===== config.mk =====
export PLATFORM = sky130hd
export DESIGN_NAME = conv_window_feeder_flat
export DESIGN_NICKNAME = d
export VERILOG_FILES = /design/src/rtl/conv_window_feeder_if.sv /design/src/rtl/conv_window_feeder.sv /design/src/flat_wrapper.sv
export SDC_FILE = /design/constraint.sdc
export NUM_CORES = 1
export LEC_CHECK = 0
export ABC_AREA = 1
export CAP_MARGIN = 20
export CORE_MARGIN = 2
export CORE_UTILIZATION = 30
export CTS_CLUSTER_DIAMETER = 200
export CTS_CLUSTER_SIZE = 16
export DETAILED_ROUTE_END_ITERATION = 6
export PLACE_DENSITY_LB_ADDON = 0.15
export SYNTH_ARGS = -nofsm -noshare
export SYNTH_HDL_FRONTEND = slang
export SYNTH_SLANG_ARGS = --single-unit

===== constraint.sdc =====
create_clock -name clk -period 4.1 [get_ports clk]
set_input_delay 1.025 -clock clk [delete_from_list [all_inputs] [get_ports clk]]
set_output_delay 1.025 -clock clk [all_outputs]
set_load 0.05 [all_outputs]

===== src/rtl/conv_window_feeder_if.sv =====
// Stream bundle between the pixel source, the window feeder and the 4x4 MAC stage.
// Both sides are valid/ready: a beat moves on a cycle where valid && ready are both high.
interface conv_window_if #(
  parameter int lenOfInput = 8
);
  logic                          in_valid;
  logic                          in_ready;
  logic signed [lenOfInput-1:0]  in_pixel;
  logic                          out_valid;
  logic                          out_ready;
  logic [16*lenOfInput-1:0]      out_window;
  logic                          out_last;

  modport master (
    output in_valid, in_pixel, out_ready,
    input  in_ready, out_valid, out_window, out_last
  );

  modport slave (
    input  in_valid, in_pixel, out_ready,
    output in_ready, out_valid, out_window, out_last
  );
endinterface


===== src/rtl/conv_window_feeder.sv =====
// Raster pixel stream -> every stride-1 4x4 window, using three line buffers and a
// 4x4 shift window. A single output register holds the window, with pass-through on drain.
module conv_window_feeder #(
  parameter int lenOfInput = 8,
  parameter int IMG_W      = 8,
  parameter int IMG_H      = 8
) (
  input logic          clk,
  input logic          rst,
  conv_window_if.slave bus
);
  localparam int PW = lenOfInput;
  localparam int CW = $clog2(IMG_W);
  localparam int RW = $clog2(IMG_H);
  localparam logic [CW-1:0] COL_LAST = CW'(IMG_W - 1);
  localparam logic [RW-1:0] ROW_LAST = RW'(IMG_H - 1);
  localparam logic [CW-1:0] COL_WIN  = CW'(3);
  localparam logic [RW-1:0] ROW_WIN  = RW'(3);

  typedef logic signed [PW-1:0] pix_t;

  pix_t lb0_q [IMG_W];
  pix_t lb1_q [IMG_W];
  pix_t lb2_q [IMG_W];
  pix_t win_q [4][4];
  pix_t win_d [4][4];
  pix_t col_vec [4];

  logic [CW-1:0]      col_q, col_d;
  logic [RW-1:0]      row_q, row_d;
  logic               out_valid_q, out_valid_d;
  logic               out_last_q, out_last_d;
  logic [16*PW-1:0]   out_window_q, out_window_d;
  logic               accept;
  logic               emit;

  assign bus.in_ready   = !out_valid_q || bus.out_ready;
  assign accept         = bus.in_valid && bus.in_ready;
  assign emit           = accept && (row_q >= ROW_WIN) && (col_q >= COL_WIN);
  assign bus.out_valid  = out_valid_q;
  assign bus.out_last   = out_last_q;
  assign bus.out_window = out_window_q;

  // Column entering the window's right edge: r=0 is the oldest row.
  always_comb begin
    col_vec[0] = lb0_q[col_q];
    col_vec[1] = lb1_q[col_q];
    col_vec[2] = lb2_q[col_q];
    col_vec[3] = bus.in_pixel;
    for (int r = 0; r < 4; r++) begin
      for (int c = 0; c < 4; c++) begin
        win_d[r][c] = win_q[r][c];
      end
    end
    if (accept) begin
      for (int r = 0; r < 4; r++) begin
        for (int c = 0; c < 3; c++) begin
          win_d[r][c] = win_q[r][c+1];
        end
        win_d[r][3] = col_vec[r];
      end
    end
  end

  always_comb begin
    col_d        = col_q;
    row_d        = row_q;
    out_valid_d  = out_valid_q;
    out_last_d   = out_last_q;
    out_window_d = out_window_q;
    if (accept) begin
      if (col_q == COL_LAST) begin
        col_d = '0;
        row_d = (row_q == ROW_LAST) ? '0 : row_q + 1'b1;
      end else begin
        col_d = col_q + 1'b1;
      end
    end
    // A new window replaces the held one; otherwise a drain empties the register.
    if (emit) begin
      out_valid_d = 1'b1;
      out_last_d  = (row_q == ROW_LAST) && (col_q == COL_LAST);
      for (int r = 0; r < 4; r++) begin
        for (int c = 0; c < 4; c++) begin
          out_window_d[(r*4+c)*PW +: PW] = win_d[r][c];
        end
      end
    end else if (out_valid_q && bus.out_ready) begin
      out_valid_d = 1'b0;
    end
  end

  always_ff @(posedge clk) begin
    if (rst) begin
      col_q        <= '0;
      row_q        <= '0;
      out_valid_q  <= 1'b0;
      out_last_q   <= 1'b0;
      out_window_q <= '0;
    end else begin
      col_q        <= col_d;
      row_q        <= row_d;
      out_valid_q  <= out_valid_d;
      out_last_q   <= out_last_d;
      out_window_q <= out_window_d;
    end
  end

  // Line buffers and the shift window carry no reset: nothing stale is ever emitted.
  always_ff @(posedge clk) begin
    if (accept) begin
      lb0_q[col_q] <= col_vec[1];
      lb1_q[col_q] <= col_vec[2];
      lb2_q[col_q] <= col_vec[3];
    end
    for (int r = 0; r < 4; r++) begin
      for (int c = 0; c < 4; c++) begin
        win_q[r][c] <= win_d[r][c];
      end
    end
  end
endmodule


===== src/flat_wrapper.sv =====
// flat-port wrapper written by rule: the top's interface ports become plain ports
module conv_window_feeder_flat 
#(
  parameter int lenOfInput = 8,
  parameter int IMG_W      = 8,
  parameter int IMG_H      = 8
)
  (clk, rst, bus_in_valid, bus_in_pixel, bus_out_ready, bus_in_ready, bus_out_valid, bus_out_window, bus_out_last);
  conv_window_if #(.lenOfInput(lenOfInput)) bus_i ();
  input logic clk;
  input logic rst;
  input wire logic [$bits(bus_i.in_valid)-1:0] bus_in_valid;
  input wire logic [$bits(bus_i.in_pixel)-1:0] bus_in_pixel;
  input wire logic [$bits(bus_i.out_ready)-1:0] bus_out_ready;
  output wire logic [$bits(bus_i.in_ready)-1:0] bus_in_ready;
  output wire logic [$bits(bus_i.out_valid)-1:0] bus_out_valid;
  output wire logic [$bits(bus_i.out_window)-1:0] bus_out_window;
  output wire logic [$bits(bus_i.out_last)-1:0] bus_out_last;
  assign bus_i.in_valid = bus_in_valid;
  assign bus_i.in_pixel = bus_in_pixel;
  assign bus_i.out_ready = bus_out_ready;
  assign bus_in_ready = bus_i.in_ready;
  assign bus_out_valid = bus_i.out_valid;
  assign bus_out_window = bus_i.out_window;
  assign bus_out_last = bus_i.out_last;
  conv_window_feeder #(.lenOfInput(lenOfInput), .IMG_W(IMG_W), .IMG_H(IMG_H)) u_core (.clk(clk), .rst(rst), .bus(bus_i));
endmodule

# Word level (Yosys, flattened, before mapping)
# Memory sizes are Yosys's and may differ from the RTL's. A register that Yosys moved wholly into a read port is not among the register bits.
# Index checks and enable logic that the tools add are counted.
[word_totals] output_inout_bits=131 ff_bits=136 n_memories=4 mem_bits_rw=320 mem_bits_ro=0 inputBits=12 latchBits=0
[op_classes] n_addsub=2 bitwise_logic=0 n_div=0 magnitude_cmp=2 mul=0 shifts=0 n_reduce_logical=9 n_eq_ne=2 n_mux=13
[mem_list] name="u_core.win_q" depth=4 width=32 rd=4 rd_ports_with_merged_regs=0 write_ports=4 line_no="conv_window_feeder.sv:25" text="pix_t win_q [4][4];"
[mem_list] name="u_core.lb0_q" depth=8 width=8 rd=1 rd_ports_with_merged_regs=1 write_ports=1 line_no="conv_window_feeder.sv:22" text="pix_t lb0_q [IMG_W];"
[mem_list] name="u_core.lb1_q" depth=8 width=8 rd=1 rd_ports_with_merged_regs=1 write_ports=1 line_no="conv_window_feeder.sv:23" text="pix_t lb1_q [IMG_W];"
[mem_list] name="u_core.lb2_q" depth=8 width=8 rd=1 rd_ports_with_merged_regs=1 write_ports=1 line_no="conv_window_feeder.sv:24" text="pix_t lb2_q [IMG_W];"
[ops] operator="$mux 128" n=1
[ops] operator="$mux 3" n=8
[ops] operator="$add 3x1->3 const B" n=2
[ops] operator="$eq 3x3->1 const B" n=2
[ops] operator="$ge 3x2->1 const B" n=2
[ops] operator="$logic_and 1x1->1" n=5
[ops] operator="$mux 1" n=4
[ops] operator="$reduce_and 2->1" n=1
[ops] operator="$reduce_bool 2->1" n=1
[ops] operator="$logic_not 1->1" n=1
[ops] operator="$logic_or 1x1->1" n=1

# Longest topological paths before layout
# Gate-level depths: netlist of run 1.
[logic_depth] depth_word=6 mapped_depth=11 ltp_nobuf=9

# Least setup slack after synthesis of run 1
# No wires, ideal clock.
[synth_timing] path_kind="input port to flip-flop" start="input port bus_out_ready" end="memory u_core.lb0_q[1][0] in the netlist's numbering (enable)" arrival_ns=2.964 n_path_buf=2 cell_stages=8 slack_ns=0.731 t_required_ns=3.695 cell_sequence="inv_2 nand2_2 nand2_4 inv_2 buf_4 buf_2 nand2_1 nor2_1"
[synth_via] elab_chain_len=4
[synth_rtl] element="start, declared" line_no="flat_wrapper.sv:14" text="input wire logic [$bits(bus_i.out_ready)-1:0] bus_out_ready;"
[synth_rtl] element="$logic_or 1x1->1" line_no="conv_window_feeder.sv:37" text="assign bus.in_ready = !out_valid_q || bus.out_ready;"
[synth_rtl] element="via bus_in_ready" line_no="flat_wrapper.sv:15" text="output wire logic [$bits(bus_i.in_ready)-1:0] bus_in_ready;"
[synth_rtl] element="$logic_and 1x1->1" line_no="conv_window_feeder.sv:38" text="assign accept = bus.in_valid && bus.in_ready;"
[synth_rtl] element="$mux 1" line_no="conv_window_feeder.sv:111" text="if (accept) begin"
[synth_rtl] element="$mux 1 (not written as such)" line_no="conv_window_feeder.sv:112" text="lb0_q[col_q] <= col_vec[1];"
[synth_rtl] element="end, declared" line_no="conv_window_feeder.sv:22"
# The timed path passes the listed nets, and every way through them passes these cells.

# Worst setup path in the final report of run 1
[layout_timing] start="input port bus_out_ready" end="output port bus_in_ready"
[layout_via] elab_chain_len=1
[layout_rtl] element="$logic_or 1x1->1" line_no="conv_window_feeder.sv:37"
[layout_rtl] element="end, declared" line_no="flat_wrapper.sv:15"
# No other way between the ends.

==> results of run 1 <==
[power by group]
group / internal [mW] / total (mW) / switching, mW
Combinational: 0.204 / 0.758 / 0.555
Clock: 1.65 / 3.24 / 1.58
Sequential: 5.07 / 5.18 / 0.111
Total: 6.93 / 9.18 / 2.25
[cell usage after synthesis, drive strengths merged]
cell,count
a211oi,1
a21oi,135
buf,76
clkbuf,31
dfxtp,267
edfxtp,192
ha,6
inv,222
nand2,858
nand3,170
nor2,10
o211a,1
o21ai,7
[kinds of logic (layout without fill, tap and decap cells)]
| group | Yosys count | in the layout | synth area share |
|---|---|---|---|
| buffers and inverters | 329 | 445 | 0.0798 |
| AND/OR/NAND/NOR | 1038 | 1038 | 0.236 |
| flip-flops | 459 | 459 | 0.637 |
| AO/OA/AOI/OAI | 144 | 144 | 0.0420 |
| adder cells (fa/ha/maj) | 6 | 6 | 0.00431 |
[critical path, delay by kind of cell]
kind | cells | cell delay, ps
buffers and inverters | 3 | 1330
and+or+nand+nor | 1 | 90
[through the flow]
step	cells	utilization	hold WS [ps]
final	2857	0.357	452
after global routing	2857	0.357	468
after CTS	2856	0.357	455
after detailed placement	2803	0.340	438
after global placement	2803	0.340	438
after floorplan	1976	-	423
[registers in the layout, indices dropped and copies added (netlist names), 3 cells and up, named ones only]
name	cells
u_core.bus.out_window	128
u_core.win_q	128
u_core.lb1_q	64
u_core.lb2_q	64
u_core.lb0_q	64
u_core.row_q	3
u_core.col_q	3
[how the worst max path moves through the flow]
| stage | from | endpoint | slack [ps] | depth (start not counted) |
|---|---|---|---|---|
| floorplan | bus_out_ready | u_core.lb0_q[1][0] | 730 | 8 |
| detailed placement | bus_out_ready | bus_in_ready | 620 | 4 |
| global placement | bus_out_ready | bus_in_ready | 620 | 4 |
| global route | bus_out_ready | bus_in_ready | 600 | 4 |
| CTS | bus_out_ready | bus_in_ready | 620 | 4 |
| finish | bus_out_ready | bus_in_ready | 630 | 4 |
[cell usage in the layout, fill, tap and decap left out, types with 8 or more instances in the layout]
cell type and count:
nand3_1 170, edfxtp_1 192, clkdlybuf4s50_1 141, nor2_2 8, dfxtp_1 265, clkbuf_1 15
a21oi_1 134, inv_1 218, nand2_1 855, clkbuf_16 37, buf_12 8, buf_4 21
[layer usage]
layer  track usage  share of wire  up-vias
met1         0.187           0.45     5918
met3        0.0282          0.040       56
met5             0              0        -
met4        0.0447          0.023        0
met2         0.257           0.48      191
li1              -              -     6395
[area by class of cell]
cell class / count / area, um2
Multi-Input combinational cell: 1188 / 4950
Timing Repair Buffer: 170 / 1730
Tap cell: 765 / 957
Inverter: 222 / 840
Clock buffer: 52 / 982
Fill cell: 5928 / 37000
Clock inverter: 1 / 6.26
Sequential cell: 459 / 11100
==> metrics.md, run 1 <==
| Metric | Value |
|---|---|
| Slew Viols, Final | 0 |
| Minimum clock period | 3470 ps |
| Gpl congestion | 0.723 |
| DRT Pass-1 Iters | 6 |
| # Max-Cap Violations | 0 |
| Total Wirelength | 44300 um |
| CP Max Fanout | 3 |
| Final nets | 2093 |
| Die area | 0.0600 mm2 |
| Max clock buf depth | 3 |
| Setup TNS | 0 ps |
| Startpoint type of the worst setup path | input port |
| PortBufs | 142 |
| Setup Viol. Count Final | 0 |
| Avg Cell Area, Syn | 8.82 um2 |
| Area grow syn2layout | 18.1% |
| RR Endpoint | u_core.lb1_q[0][5] |
| Setup CP Type | in -> out |
| Worst hold start | u_core.win_q[1][59] |
| Clk sink count | 459 |
| Syn Inst Count | 1976 |
| Layout Skew | 14.1 ps |
| Clock transition at the registers of the reported paths | 70 ps |
| Largest net degree at the start of global routing | 131 |
| Global route overflow | 0 |
| DR vias | 12600 |
| Reg2reg path depth | 7 |
| Initial Utilization | 0.303 |
| Fin. Hold Viols | 0 |
| Reg-to-reg slack, setup | 1670 ps |
| Crit-path max cell delay | 820 ps |
| Initial DRC count | 655 |
| CTS tree | built |
| Die Wd | 245 um |
| Per-cell routed wire length | 15.5 um |
| Row cnt | 88 |
| Hold path cells | 2 |
| FF+latch count, synth | 459 |
| Worst-margin pin slew | 784 ps |
| Cts repair resizes | 0 |
| Diodes inserted | 0 |
| I/O pins | 143 |
| Yosys cell types | 21 |
| Worst min path class | reg -> reg |
| Clock Latency Late Sink | 550 ps |
| Post-synth top area share | 0.331 |
| Worst VDD drop | 238 uV |
| CP most frequent cell | clkdlybuf4s50_1 |
| Largest cells by area after synthesis | edfxtp_1 (33%), dfxtp_1 (31%), nand2_1 (18%) |
| Fmax | 288 MHz |
| CP Data Arrival Time | 2440 ps |
| Core Area | 0.0576 mm2 |
| HPWL after DPL | 25600 um |
| Status | finished, final reports clean |
| Leakage | 8.55 nW |
| Max_slew headroom | 0.478 |
| Final Cell Area | 0.0206 mm2 |
| Register area share after synthesis | 0.637 |
| Slowest CP cell | clkdlybuf4s50_1 |
| First-pass GRT wire length | 69800 um |
| Hold path endpoint | u_core.win_q[1][59] |
| P per Cell Area | 446 mW/mm2 |
| Vias in the first global route | 12500 |
| Worst setup EP type | primary output |
| Mapped Area | 0.0174 mm2 |
| Vias per cell | 4.40 |
| WP data required | 3070 ps |
| Yosys warnings | 0 |
| Post-DP Area | 0.0196 mm2 |
| H-tree depth | 2 |
| Gr usage total | 0.149 |
| Setup WS post-layout | 630 ps |
| RSZ-0062 raised after global routing | false |
| Post-synth top area cell | edfxtp_1 |
| Hold Buf Count CTS | 0 |
| Period utilization | 0.846 |
| # DRC | 0 |
| Pwr Total | 9.18 mW |
| Syn Nets | 1994 |
| Initial antenna violation count | 0 |
| Setup repair bufs after CTS | 0 |
| Final antenna-violating net count | 0 |
| Dpl ws | 625 ps |
| Clock root buffer | clkbuf_16 |
| Die H | 245 um |
| Worst path cell trace | clkdlybuf4s50_1, inv_2, nand2_2, clkdlybuf4s50_1 |
| Num CTS Buffers | 34 |
| Fraction of layout cells with a size suffix above 1 | 0.0406 |
(Power assumes the default switching activity.)
==> run 2: changes to the inputs <==
==> constraint.sdc (replaced) <==
create_clock -name clk -period 2.9 [get_ports clk]
set_input_delay 0.725 -clock clk [delete_from_list [all_inputs] [get_ports clk]]
set_output_delay 0.725 -clock clk [all_outputs]
set_load 0.05 [all_outputs]
==> run 2 against run 1 <==
Worst hold slack better by 1.2 ps; sequential power grew 41%; critical endpoint is now bus_out_window[90]; sequential share of layout area decreased by 0.36 points.
==> metrics.md, run 2 (synthesis results as in run 1) <==
| Metric | Value |
|---|---|
| Status | finished, final reports clean |
| Die area | 0.0600 mm2 |
| Hold Buf Count CTS | 0 |
| Commonest cells after routing, fill and taps aside | nand2_1 (855), dfxtp_1 (266), inv_1 (218) |
| Reg2reg path depth | 9 |
| Vias in the first global route | 12300 |
| First-pass GRT wire length | 69900 um |
| Clock Latency Late Sink | 550 ps |
| WP data required | 2170 ps |
| Area grow syn2layout | 18.8% |
| Layout Skew | 13.9 ps |
| Worst path cell trace | clkdlybuf4s50_1 |
| Setup repair bufs after CTS | 0 |
| Minimum clock period | 2500 ps |
| Largest net degree at the start of global routing | 129 |
| Setup Viol. Count Final | 0 |
| Most common cell after layout, fill and taps aside | nand2_1 |
| Period utilization | 0.863 |
| Leakage | 8.59 nW |
| Worst-margin pin slew | 794 ps |
| DRT Pass-1 Iters | 5 |
| Slew Viols, Final | 0 |
| Initial Utilization | 0.303 |
| Row cnt | 88 |
| Met3 wire len | 1670 um |
| Critical path depth in cells | 1 |
| Reg-to-reg slack, setup | 810 ps |
| Max_slew headroom | 0.471 |
| Per-cell routed wire length | 15.5 um |
| Total Wirelength | 44400 um |
| Global route overflow | 0 |
| Dpl cells | 2806 |
| P per Cell Area | 627 mW/mm2 |
| Fmax | 400 MHz |
| # Max-Cap Violations | 0 |
| Final antenna-violating net count | 0 |
| H-tree depth | 2 |
| Die Wd | 245 um |
| M1 WL | 20300 um |
| Vias per cell | 4.38 |
| Initial antenna violation count | 0 |
| Core Area | 0.0576 mm2 |
| # DRC | 0 |
| Clock root buffer | clkbuf_16 |
| Hold path cells | 2 |
| Die H | 245 um |
| Worst VDD drop | 364 uV |
| Gpl congestion | 0.734 |
| Cell family with the largest share of critical-path delay | buffers and inverters |
| Fraction of layout cells with a size suffix above 1 | 0.0415 |
| RR Startpoint | u_core.col_q[0] |
| Cts repair resizes | 0 |
| Gr usage total | 0.148 |
| CP Max Fanout | 2 |
| HPWL after DPL | 25500 um |
| Slowest CP cell | clkdlybuf4s50_1 |
| CP startpoint | u_core.bus.out_window[90] |
| Setup CP Type | reg -> out |
| PortBufs | 142 |
| Fillcell total | 5938 |
| Clk sink count | 459 |
| Layout Utilization | 0.360 |
| DR vias | 12500 |
| CTS tree | built |
| Diodes inserted | 0 |
| Worst min path class | reg -> reg |
| I/O pins | 143 |
| CP bufs+invs | 1 |
| Top routing layer used | met4 |
| Non-Filler Instances | 2859 |
| RSZ-0062 raised after global routing | false |
| Num CTS Buffers | 34 |
| CP Data Arrival Time | 1780 ps |
| Worst setup EP type | primary output |
| Initial DRC count | 700 |
| Clock transition at the registers of the reported paths | 80 ps |
| Startpoint type of the worst setup path | flip-flop |
| Final nets | 2095 |
| RR Endpoint | u_core.bus.out_window[28] |
| Max clock buf depth | 3 |
| Fin. Hold Viols | 0 |
| Crit-path max cell delay | 840 ps |
| Pwr Total | 13.0 mW |
| Routed wl met2 | 21300 um |
| Crit path to | bus_out_window[90] |
run 2: worst min-delay path by stage:
stage | from | endpoint | slack (ps)
global route | u_core.win_q[0][29] | u_core.win_q[0][29] | 470
global placement | u_core.win_q[0][57] | u_core.win_q[0][57] | 440
finish | u_core.win_q[1][31] | u_core.win_q[1][31] | 450
floorplan | u_core.win_q[0][24] | u_core.win_q[0][24] | 420
detailed placement | u_core.win_q[0][56] | u_core.win_q[0][56] | 440
CTS | u_core.win_q[0][63] | u_core.win_q[0][63] | 460
run 2: final cells by class:
| class | count | area, um2 | area share |
|---|---|---|---|
| tap | 765 | 957 | 0.0462 |
| sequential | 459 | 11100 | 0.536 |
| inverter | 222 | 838 | 0.0405 |
| multi-input combinational | 1188 | 4950 | 0.239 |
| clock inverter | 1 | 6.26 | 0.000302 |
| clock buffer | 52 | 982 | 0.0474 |
| timing repair buffer | 172 | 1870 | 0.0901 |
run 2: report_power, final:
group | internal, mW | leakage (nW) | switching (mW)
sequential | 7.17 | 3.93 | 0.148
combinational | 0.305 | 4.18 | 0.788
clock | 2.34 | 0.478 | 2.23
run 2: layer usage:
layer,up-vias,GRT usage
met5,-,0
met4,0,0.0490
met3,56,0.0244
met2,207,0.253
met1,5855,0.190
li1,6395,-
run 2: metrics by stage:
stage	setup TNS, ps	worst slack (ps)	hold slack [ps]	area, um2
4_1_cts	0	332	456	20700
3_3_place_gp	0	252	437	19700
5_1_grt	0	331	473	20700
3_5_place_dp	0	252	438	19700
2_1_floorplan	-16180	-169	423	17400
6_report	0	398	453	20700
==> run 3: changes to the inputs <==
--- a/config.mk
+++ b/config.mk
@@ -12,6 +12,7 @@
 export CTS_CLUSTER_DIAMETER = 200
 export CTS_CLUSTER_SIZE = 16
 export DETAILED_ROUTE_END_ITERATION = 6
+export MAX_ROUTING_LAYER = met4
 export PLACE_DENSITY_LB_ADDON = 0.15
 export SYNTH_ARGS = -nofsm -noshare
 export SYNTH_HDL_FRONTEND = slang
==> run 3 against run 2 <==
Die area stayed put; total power about the same; first-iteration DRC count increased by 0.29%; fmax hardly changed; largest cell class unchanged; largest power group unchanged.
==> metrics.md, run 3 (synthesis results as in run 1) <==
| Metric | Value |
|---|---|
| P per Cell Area | 626 mW/mm2 |
| Total Wirelength | 44300 um |
| # DRC | 0 |
| Vias in the first global route | 12300 |
| Cell family with the largest share of critical-path delay | buffers and inverters |
| Setup WS post-layout | 399 ps |
| # Max-Cap Violations | 0 |
| Die H | 245 um |
| Area grow syn2layout | 18.8% |
| Die Wd | 245 um |
| Clock transition at the registers of the reported paths | 70 ps |
| Fin. Hold Viols | 0 |
| Worst path cell trace | clkdlybuf4s50_1 |
| Worst setup EP type | primary output |
| CTS tree | built |
| Final nets | 2095 |
| CP bufs+invs | 1 |
| CP Data Arrival Time | 1780 ps |
| I/O pins | 143 |
| Clock root buffer | clkbuf_16 |
| Status | finished, final reports clean |
| Worst-margin pin slew | 797 ps |
| Initial DRC count | 702 |
| First-pass GRT wire length | 69900 um |
| Crit-path max cell delay | 840 ps |
| Clk sink count | 459 |
| Startpoint type of the worst setup path | flip-flop |
| RSZ-0062 raised after global routing | false |
| Diodes inserted | 0 |
| Slowest CP cell | clkdlybuf4s50_1 |
| Fmax | 400 MHz |
| HPWL after DPL | 25500 um |
| Gr usage total | 0.153 |
| Final Cell Area | 0.0207 mm2 |
| Worst min path class | reg -> reg |
| Cts repair resizes | 0 |
| CP Max Fanout | 2 |
| Commonest cells after routing, fill and taps aside | nand2_1 (855), dfxtp_1 (266), inv_1 (218) |
| Largest net degree at the start of global routing | 129 |
| DRT Pass-1 Iters | 5 |
| Fraction of layout cells with a size suffix above 1 | 0.0415 |
| Initial Utilization | 0.303 |
| Global route overflow | 0 |
| Setup TNS | 0 ps |
| Leakage | 8.59 nW |
| Fillcell total | 5938 |
| Clock Latency Late Sink | 550 ps |
| Gpl congestion | 0.744 |
| Max_slew headroom | 0.469 |
| Max clock buf depth | 3 |
| Setup CP Type | reg -> out |
| Hold Buf Count CTS | 0 |
| Slew Viols, Final | 0 |
| Initial antenna violation count | 0 |
| Vias per cell | 4.38 |
| Setup repair bufs after CTS | 0 |
| Core Area | 0.0576 mm2 |
| Setup Viol. Count Final | 0 |
| Final antenna-violating net count | 0 |
| Dpl ws | 252 ps |
| Num CTS Buffers | 34 |
| WP data required | 2170 ps |
| Hold WS | 454 ps |
| Per-cell routed wire length | 15.5 um |
| Post-DP Area | 0.0197 mm2 |
| Worst VDD drop | 366 uV |
| Period utilization | 0.862 |
| Die area | 0.0600 mm2 |
| DR vias | 12500 |
| Storage element area | 0.0111 mm2 |
| PortBufs | 142 |
| Row cnt | 88 |
| Layout Utilization | 0.360 |
| H-tree depth | 2 |
| Minimum clock period | 2500 ps |
| Area of the multi-input gates | 0.00495 mm2 |
| Layout Skew | 14.9 ps |
| Most common cell after layout, fill and taps aside | nand2_1 |
## run 3: cell counts in the layout (fill, tap and decap cells not counted)
No cell type changed its count.
## run 3: path summary, 6_finish.rpt
path	start	to	slack [ps]	cells past startpoint
setup reg to reg	u_core.col_q[0]	u_core.bus.out_window[31]	810	9
setup / recovery	u_core.bus.out_window[90]	bus_out_window[90]	400	1
hold reg to reg	u_core.win_q[1][31]	u_core.win_q[1][31]	450	2
hold / removal	u_core.win_q[1][31]	u_core.win_q[1][31]	450	2
## run 3: through the flow
stage / instances / power [mW]
after floorplan: 1976 / 8.18
after global placement: 2806 / 8.57
after detailed placement: 2806 / 8.58
after CTS: 2859 / 13.2
after global routing: 2859 / 13.6
final: 2859 / 13.0
## run 3: final cells by class
| class | count | area share |
|---|---|---|
| well taps | 765 | 0.0462 |
| clock inverters | 1 | 0.000302 |
| clock buffers | 52 | 0.0474 |
| repair buffers | 172 | 0.0901 |
| multi-input cells | 1188 | 0.239 |
| flip-flops and latches | 459 | 0.536 |
| inverters | 222 | 0.0405 |
## run 3: layer usage
| metal | global-route usage | wire, um |
|---|---|---|
| met1 | 0.193 | 20300 |
| met2 | 0.252 | 21200 |
| met3 | 0.0233 | 1660 |
| met4 | 0.0490 | 1160 |
| met5 | - | 0 |
## run 3: power breakdown
part	internal [mW]	switching, mW	total [mW]
clock	2.34	2.23	4.57
sequential	7.17	0.149	7.32
combinational	0.305	0.787	1.09
total	9.81	3.16	13.0
